### config.mk
export PLATFORM = sky130hd
export DESIGN_NAME = tank_sprite_rom_arbiter
export DESIGN_NICKNAME = d
export VERILOG_FILES = /design/src/rtl/tank_sprite_pkg.sv /design/src/rtl/tank_sprite_rom_arbiter_rr_pick.sv /design/src/rtl/tank_sprite_rom_arbiter.sv
export SDC_FILE = /design/constraint.sdc
export NUM_CORES = 1
export LEC_CHECK = 0
export BUFFER_PORTS_ARGS = -buffer_cell sky130_fd_sc_hd__buf_2
export CORE_MARGIN = 1.5
export CORE_UTILIZATION = 35
export CTS_CLUSTER_SIZE = 30
export DETAILED_ROUTE_END_ITERATION = 6
export PLACE_DENSITY = 0.66
export SETUP_SLACK_MARGIN = 0.1
export SLEW_MARGIN = 20
export SYNTH_ARGS = -nofsm -noshare
export SYNTH_HDL_FRONTEND = slang
export SYNTH_SLANG_ARGS = --single-unit
### constraint.sdc
create_clock -name vga_clk -period 3.24 [get_ports vga_clk]
set_input_delay 0.486 -clock vga_clk [delete_from_list [all_inputs] [get_ports vga_clk]]
set_output_delay 0.486 -clock vga_clk [all_outputs]
set_load 0.01 [all_outputs]
### src/rtl/tank_sprite_pkg.sv
// Shared sprite ROM geometry and palette constants for the tank sprite pipeline.
// 32x32 sprites stored as 4-bit palette indices, one word per pixel.
package tank_sprite_pkg;

    localparam int SPRITE_ADDR_W = 10;
    localparam int SPRITE_DATA_W = 4;

    typedef logic [SPRITE_DATA_W-1:0] sprite_idx_t;
    typedef logic [SPRITE_ADDR_W-1:0] sprite_addr_t;

    localparam sprite_idx_t TRANSPARENT_IDX = 4'h0;

    function automatic logic idx_is_opaque(input sprite_idx_t v);
        return v != TRANSPARENT_IDX;
    endfunction

endpackage

### src/rtl/tank_sprite_rom_arbiter_rr_pick.sv
// Combinational round-robin picker: scans from ptr upward with wrap, first asserted req wins.
// Produces a one-hot grant, its binary id and an any-grant flag.
module rr_pick
    import tank_sprite_pkg::*;
#(
    parameter int NUM_REQ = 4,
    parameter int ID_W    = 2
) (
    input  logic [NUM_REQ-1:0] req,
    input  logic [ID_W-1:0]    ptr,
    output logic [NUM_REQ-1:0] gnt,
    output logic [ID_W-1:0]    gnt_id,
    output logic               any
);

    logic [ID_W:0]   idx_sum;
    logic [ID_W-1:0] idx;

    // Walk offsets from farthest to nearest so the requester closest to ptr is written last.
    always_comb begin
        gnt     = '0;
        gnt_id  = '0;
        any     = 1'b0;
        idx_sum = '0;
        idx     = '0;
        for (int k = NUM_REQ - 1; k >= 0; k--) begin
            idx_sum = {1'b0, ptr} + (ID_W + 1)'(k);
            if (idx_sum >= (ID_W + 1)'(NUM_REQ)) begin
                idx_sum = idx_sum - (ID_W + 1)'(NUM_REQ);
            end
            idx = idx_sum[ID_W-1:0];
            if (req[idx]) begin
                gnt    = NUM_REQ'(1) << idx;
                gnt_id = idx;
                any    = 1'b1;
            end
        end
    end

endmodule

### src/rtl/tank_sprite_rom_arbiter.sv
// Round-robin arbiter sharing one synchronous sprite index ROM among several sprite requesters.
// Responses come back two cycles after the grant, tagged with the requester id.
module tank_sprite_rom_arbiter #(
    parameter int NUM_REQ = 4,
    parameter int ADDR_W  = tank_sprite_pkg::SPRITE_ADDR_W,
    parameter int DATA_W  = tank_sprite_pkg::SPRITE_DATA_W,
    parameter logic [DATA_W-1:0] TRANSPARENT_IDX = DATA_W'(tank_sprite_pkg::TRANSPARENT_IDX),
    localparam int ID_W   = (NUM_REQ > 1) ? $clog2(NUM_REQ) : 1
) (
    input  logic                      vga_clk,
    input  logic                      reset_n,
    input  logic [NUM_REQ-1:0]        req,
    input  logic [NUM_REQ*ADDR_W-1:0] req_addr,
    output logic [NUM_REQ-1:0]        gnt,
    output logic [ADDR_W-1:0]         rom_address,
    input  logic [DATA_W-1:0]         rom_q,
    output logic                      rsp_valid,
    output logic [ID_W-1:0]           rsp_id,
    output logic [DATA_W-1:0]         rsp_data,
    output logic                      rsp_opaque
);

    import tank_sprite_pkg::*;

    logic [ADDR_W-1:0]  addr_arr [NUM_REQ];
    logic [NUM_REQ-1:0] req_live;
    logic [ID_W-1:0]    gnt_id;
    logic               gnt_any;

    logic [ID_W-1:0]    ptr_reg;
    logic [ID_W-1:0]    ptr_next;
    logic [ADDR_W-1:0]  addr_hold_reg;
    logic               s1_valid_reg;
    logic [ID_W-1:0]    s1_id_reg;
    logic               rsp_valid_reg;
    logic [ID_W-1:0]    rsp_id_reg;
    logic [DATA_W-1:0]  rsp_data_reg;
    logic               rsp_opaque_reg;

    generate
        for (genvar gi = 0; gi < NUM_REQ; gi++) begin : g_unpack
            assign addr_arr[gi] = req_addr[gi*ADDR_W +: ADDR_W];
        end
    endgenerate

    // Requests are masked during reset so no grant escapes while reset_n is low.
    assign req_live = reset_n ? req : '0;

    rr_pick #(
        .NUM_REQ (NUM_REQ),
        .ID_W    (ID_W)
    ) u_pick (
        .req    (req_live),
        .ptr    (ptr_reg),
        .gnt    (gnt),
        .gnt_id (gnt_id),
        .any    (gnt_any)
    );

    always_comb begin
        ptr_next = ptr_reg;
        if (gnt_any) begin
            if (gnt_id == ID_W'(NUM_REQ - 1)) begin
                ptr_next = '0;
            end else begin
                ptr_next = gnt_id + ID_W'(1);
            end
        end
    end

    // Idle cycles keep the ROM pointed at the last granted address.
    assign rom_address = gnt_any ? addr_arr[gnt_id] : addr_hold_reg;

    always_ff @(posedge vga_clk) begin
        if (!reset_n) begin
            ptr_reg        <= '0;
            addr_hold_reg  <= '0;
            s1_valid_reg   <= 1'b0;
            s1_id_reg      <= '0;
            rsp_valid_reg  <= 1'b0;
            rsp_id_reg     <= '0;
            rsp_data_reg   <= '0;
            rsp_opaque_reg <= 1'b0;
        end else begin
            ptr_reg      <= ptr_next;
            s1_valid_reg <= gnt_any;
            if (gnt_any) begin
                addr_hold_reg <= rom_address;
                s1_id_reg     <= gnt_id;
            end
            rsp_valid_reg <= s1_valid_reg;
            // rom_q belongs to the stage-1 read; capture only when that read was real.
            if (s1_valid_reg) begin
                rsp_id_reg     <= s1_id_reg;
                rsp_data_reg   <= rom_q;
                rsp_opaque_reg <= (rom_q != TRANSPARENT_IDX);
            end
        end
    end

    assign rsp_valid  = rsp_valid_reg;
    assign rsp_id     = rsp_id_reg;
    assign rsp_data   = rsp_data_reg;
    assign rsp_opaque = rsp_opaque_reg;

endmodule
After elaboration in Yosys (flattened, before gate mapping)
Cells that the tools add are included.

Bits in registers: 23. Bits in latches: 0. RAM bits: 0. ROM bits: 0. Input bits: 50. Output and inout port bits: 22. Logic and storage cells: 62. Memories: 0.

Add/subtract/negate cells: 8. $mul: 0. Divide/modulo/power cells: 0. Order comparisons: 9. Equal/unequal tests: 1. Shift-type cells: 4. Multiplexer cells: 30. Bitwise gates (word level): 1. Reductions and logical operators: 1.

Operator list (number): 10-bit 2-to-1 mux (3); 10-bit binary-select mux with 2-bit select (1); 4-bit 2-to-1 mux (5); 2-bit 2-to-1 mux (9); 1-bit by 2-bit << shifter with 4-bit output, first input constant (4); 3-bit >= comparator, second input constant (4); 2-bit by 3-bit < comparator with 1-bit output, second input constant (4); 1-bit binary-select mux with 2-bit select (4); 1-bit 2-to-1 mux (8); 2-bit by 1-bit subtractor with 2-bit output, second input constant (4); 2-bit by 2-bit adder with 3-bit output, second input constant (2); 4-bit nonzero test (1); 2-bit by 1-bit adder with 3-bit output, second input constant (1); 2-bit by 3-bit >= comparator with 1-bit output, second input constant (1); 2-bit inverter with 3-bit output (1); 2-bit by 1-bit adder with 2-bit output, second input constant (1); 2-bit equality test, second input constant (1).

Depth between registers and ports, before layout
Depth after elaboration: 14. Gate-level depth with buffers: 11. Mapped depth without buffers: 8.

Modules after synthesis
Synthesis repeated with hierarchy kept, for this count alone.

Cells, all modules: 192. Area, all modules: 1800.5 um2.

By module, submodules not included: tank_sprite_rom_arbiter (instances 1, cells each 131, area an instance 1291.2 um2, seq. area each 460.4 um2); rr_pick (instances 1, cells each 61, area an instance 509.2 um2, seq. area each 0.0 um2).

Worst setup path after synthesis
OpenSTA, ideal clock, no wires.

Kind: register -> output. Start point: register ptr_reg[1]. End point: output rom_address[0]. Arrival: 2638 ps. Required time: 2754 ps. Setup slack: 116 ps. Cell stages (with the launch flop): 12. Path buffers: 3. Path through: dfxtp_1 clkbuf_1 inv_1 ha_1 buf_2 mux4_2 inv_1 a21oi_1 a32oi_2 buf_4 o22ai_1 a211oi_1.

Word-level cells in the longest chain between the ends: 14. Elaborated cells on any way between the ends: 36. Classes of those cells: add/sub (7); order compare (4); mux (24); bitwise (1).

RTL lines: from (decl) (RTL line tank_sprite_rom_arbiter.sv:30) `logic [ID_W-1:0] ptr_reg;`; from (signal assigned) (RTL line tank_sprite_rom_arbiter.sv:85) `ptr_reg <= ptr_next;`; 2-bit by 2-bit adder with 3-bit output (RTL line tank_sprite_rom_arbiter_rr_pick.sv:27) `idx_sum = {1'b0, ptr} + (ID_W + 1)'(k);`; 3-bit >= comparator / 2-bit by 1-bit subtractor with 2-bit output (equally long branches) (RTL line tank_sprite_rom_arbiter_rr_pick.sv:28, tank_sprite_rom_arbiter_rr_pick.sv:29); 2-bit 2-to-1 mux (RTL line tank_sprite_rom_arbiter_rr_pick.sv:28) `if (idx_sum >= (ID_W + 1)'(NUM_REQ)) begin`; 1-bit binary-select mux with 2-bit select (RTL line tank_sprite_rom_arbiter_rr_pick.sv:32) `if (req[idx]) begin`; 1-bit 2-to-1 mux (implied by the code) (RTL line tank_sprite_rom_arbiter_rr_pick.sv:32); 2-bit 2-to-1 mux (4 in series) (RTL line tank_sprite_rom_arbiter_rr_pick.sv:32); 2-bit inverter with 3-bit output (implied by the code) (RTL line tank_sprite_rom_arbiter.sv:72) `assign rom_address = gnt_any ? addr_arr[gnt_id] : addr_hold_reg;`; 10-bit binary-select mux with 2-bit select (RTL line tank_sprite_rom_arbiter.sv:72); 10-bit 2-to-1 mux (implied by the code) (2 in series) (RTL line tank_sprite_rom_arbiter.sv:72); 10-bit 2-to-1 mux * (RTL line tank_sprite_rom_arbiter.sv:72); to (decl) (RTL line tank_sprite_rom_arbiter.sv:15) `output logic [ADDR_W-1:0] rom_address,`.

Every way passes the cells marked *; elsewhere a longest branch is shown, timed or not. The select of a mux whose other input is x is not followed.

Worst setup path after layout
Start point: register ptr_reg[0]. End point: register addr_hold_reg[8].

Word-level cells in the longest chain between the ends: 14. Elaborated cells on any way between the ends: 36. Classes of those cells: add/sub (7); order compare (4); mux (24); bitwise (1).

RTL lines: 2-bit by 2-bit adder with 3-bit output (RTL line tank_sprite_rom_arbiter_rr_pick.sv:27); 3-bit >= comparator / 2-bit by 1-bit subtractor with 2-bit output (equally long branches) (RTL line tank_sprite_rom_arbiter_rr_pick.sv:28, tank_sprite_rom_arbiter_rr_pick.sv:29); 2-bit 2-to-1 mux (RTL line tank_sprite_rom_arbiter_rr_pick.sv:28); 1-bit binary-select mux with 2-bit select (RTL line tank_sprite_rom_arbiter_rr_pick.sv:32); 1-bit 2-to-1 mux (implied by the code) (RTL line tank_sprite_rom_arbiter_rr_pick.sv:32); 2-bit 2-to-1 mux (4 in series) (RTL line tank_sprite_rom_arbiter_rr_pick.sv:32); 2-bit inverter with 3-bit output (implied by the code) (RTL line tank_sprite_rom_arbiter.sv:72); 10-bit binary-select mux with 2-bit select (RTL line tank_sprite_rom_arbiter.sv:72); 10-bit 2-to-1 mux (implied by the code) (2 in series) (RTL line tank_sprite_rom_arbiter.sv:72); 10-bit 2-to-1 mux (RTL line tank_sprite_rom_arbiter.sv:72); to (signal assigned) (RTL line tank_sprite_rom_arbiter.sv:88) `addr_hold_reg <= rom_address;`; to (decl) (RTL line tank_sprite_rom_arbiter.sv:32) `logic [ADDR_W-1:0] addr_hold_reg;`.

Several ways; a longest one is shown, not always the timed one. The select of a mux whose other input is x is not followed. A chain may end at the register's enable or synchronous reset.

==> summary.txt <==
Outcome: finished clean
Global routing met3 resource utilization: 0.0238
MaxCap Viol Count: 0
Async set-or-reset flop fraction in the synthesized netlist: 0
Fmax achieved: 331 MHz
Syn Area/Cell: 8.27 um2
Grt met2 use: 0.303
Unrepaired setup endpoints after global routing: false
Post-Synthesis Cell Area: 0.00184 mm2
DR pass1 iterations: 4
Vias in the first global route: 1,766
Clock sink total: 23
Min-delay worst type: flop to flop
Clock Latency Late Sink: 0.26 ns
DRC: 0
Critical-path top delay cell: dfxtp_2
Worst slew pin tran: 0.509 ns
Arrival time at the worst endpoint: 3.21 ns
Critical Path Most Common Cell: buf_4
Rows: 26
Post-DRT Antenna Nets: 0
CP Cell Sequence: inv_2 -> ha_4 -> mux4_2 -> or3b_4 -> o311ai_4 -> nor4_2 -> a211oi_2 -> buf_4 -> buf_4 -> buf_4 -> buf_4 -> buf_4 -> buf_4 -> buf_4 -> buf_4 -> a211oi_2
Antenna violations before repair: 0
Largest net degree at the start of global routing: 29
CP Data Required Time: 3.43 ns
Hold Buf Count CTS: 0
Wirelength, routed: 5360 um
Max reg flops: 10
Slew headroom: 0.657
Hpwl dp: 3780 um
Number of distinct library cells after synthesis: 42
Crit end category: flop
Final period util: 0.933
Met1 usage in global routing: 0.266
Commonest cells after routing, fill and taps aside: buf_2, nor2_1, buf_4
Crit Path Class: flop to flop
Ports: 72
Finished Cell Area: 0.00253 mm2
Primary FF master, synth: dfxtp_1
Yosys warns: 0
DR iter-0 viols: 161
Clock buffer depth: 2
Gpl congestion: 0.891
Flops & latches, synth: 23
TritonCTS clock tree: yes
Crit-path max FO: 4
Max-slew violations: 0
Leakage: 1.12 nW
Final min period: 3.02 ns
Clk_skew: 0.00191 ns
Critical Path Start Type: flop
Total gr overflow: 0
TritonCTS Buffers: 3
H-tree lvl count: 1
Global-route total usage across every layer: 0.185
Most used routing layer: met2
# port buffers: 71
Final setup vio count: 0
Die Height: 75.4 um
Clock-pin slew on the worst setup and hold paths: 0.08 ns
Core area: 0.00507 mm2
Synth-to-Final Area Change: 37.5%
Root Buffer: clkbuf_8
Die Wd: 75.4 um
Placed Area: 0.00227 mm2
Final nets: 360
Seq/Total Area, Yosys: 0.251
Routed len/inst: 14.3 um
Vias: 2,020
Syn Inst Count: 222
Hold violation total from the final report: 0
Sum of negative setup slack: 0 ns
Final core utilization: 0.498
# diodes: 0
PD cells: 390 mW/mm2
Max IR drop VDD: 0.234 mV
First-pass GRT wire length: 8290 um
CP peak stage delay: 0.35 ns
Number of synthesized flops with an enable pin: 0
Mapped Nets: 276
Starting density of the core: 0.362
Layout cells sized above 1: 0.439
DIE AREA: 0.00569 mm2
Vias per inst: 5.39
Most common cell after layout, fill and taps aside: buf_2
==> path summary, 6_finish.rpt <==
check,startpoint,to,slack [ns],depth (start not counted)
worst max-delay path,ptr_reg[0]$_SDFFE_PN0N_,addr_hold_reg[8]$_SDFFE_PN0N_,0.22,16
worst min-delay path,s1_id_reg[0]$_SDFFE_PN0N_,s1_id_reg[0]$_SDFFE_PN0N_,0.48,2
worst max register to register,ptr_reg[0]$_SDFFE_PN0N_,addr_hold_reg[8]$_SDFFE_PN0N_,0.22,16
worst min register to register,s1_id_reg[0]$_SDFFE_PN0N_,s1_id_reg[0]$_SDFFE_PN0N_,0.48,2
==> timing repair <==
action,4_1_cts,5_1_grt
buffers inserted,11,2
endpoints found under the setup margin,4,11
endpoints found under the hold margin,0,0
gates resized for setup,3,21
pin swaps,3,7
cloned,0,1
==> cells by family after synthesis <==
logic type	count (synthesis)	share of synthesized area
buf+inv	29	0.0756
mux	23	0.140
simple gates	62	0.162
compound gates	81	0.345
flops	23	0.251
fa+ha+maj	4	0.0272
==> metrics by stage <==
stage | std cells | total power [W] | hold slack [ns] | worst slack [ns]
3_5_place_dp | 357 | 0.000743 | 0.458 | 0.251
4_1_cts | 372 | 0.000942 | 0.468 | 0.0990
6_report | 375 | 0.000985 | 0.478 | 0.216
5_1_grt | 375 | 0.00105 | 0.500 | 0.0871
2_1_floorplan | 222 | 0.000611 | 0.436 | 0.116
3_3_place_gp | 357 | 0.000741 | 0.455 | 0.267
==> cell usage after synthesis (all sizes together), types with 2 or more instances <==
library cell / count / area share
o221ai: 11 / 0.073
inv: 11 / 0.022
ha: 4 / 0.027
nor3: 3 / 0.0082
dfxtp: 23 / 0.25
a21oi: 21 / 0.057
buf: 10 / 0.037
nand2: 16 / 0.033
a211o: 2 / 0.0095
o21ai: 6 / 0.016
and2: 2 / 0.0068
o22ai: 3 / 0.010
mux2i: 20 / 0.11
mux4: 2 / 0.025
nand2b: 9 / 0.031
nor3b: 2 / 0.0082
clkbuf: 8 / 0.016
or3: 2 / 0.0068
o2111ai: 5 / 0.024
nor4: 3 / 0.010
a21o: 3 / 0.012
a211oi: 14 / 0.060
o21a: 7 / 0.029
a2111oi: 2 / 0.016
nor2: 22 / 0.045
==> layer usage <==
metal  up-vias  wire length (um)
li1       1004                 -
met1       946              2480
met2        66              2570
met4         0                27
met5         -                 0
met3         4               282
==> critical path, delay by kind of cell, from the launching register on <==
family / cells / cell delay, ns
compound gates: 3 / 0.33
buf+inv: 9 / 1.04
flops: 1 / 0.35
mux: 1 / 0.34
fa+ha+maj: 1 / 0.28
simple gates: 2 / 0.61
==> power by group <==
group,internal [W],switching (W)
Clock,0.0000876,0.0000892
Sequential,0.000309,0.0000112
Combinational,0.000226,0.000262
Total,0.000622,0.000363
==> layout make-up <==
| cell class | instances | area (um2) |
|---|---|---|
| Fill cell | 512 | 2550 |
| Multi-Input combinational cell | 170 | 1330 |
| Timing Repair Buffer | 97 | 559 |
| Sequential cell | 23 | 463 |
| Tap cell | 70 | 87.6 |
| Clock buffer | 4 | 45.0 |
| Inverter | 11 | 41.3 |
(Power assumes the default switching activity.)
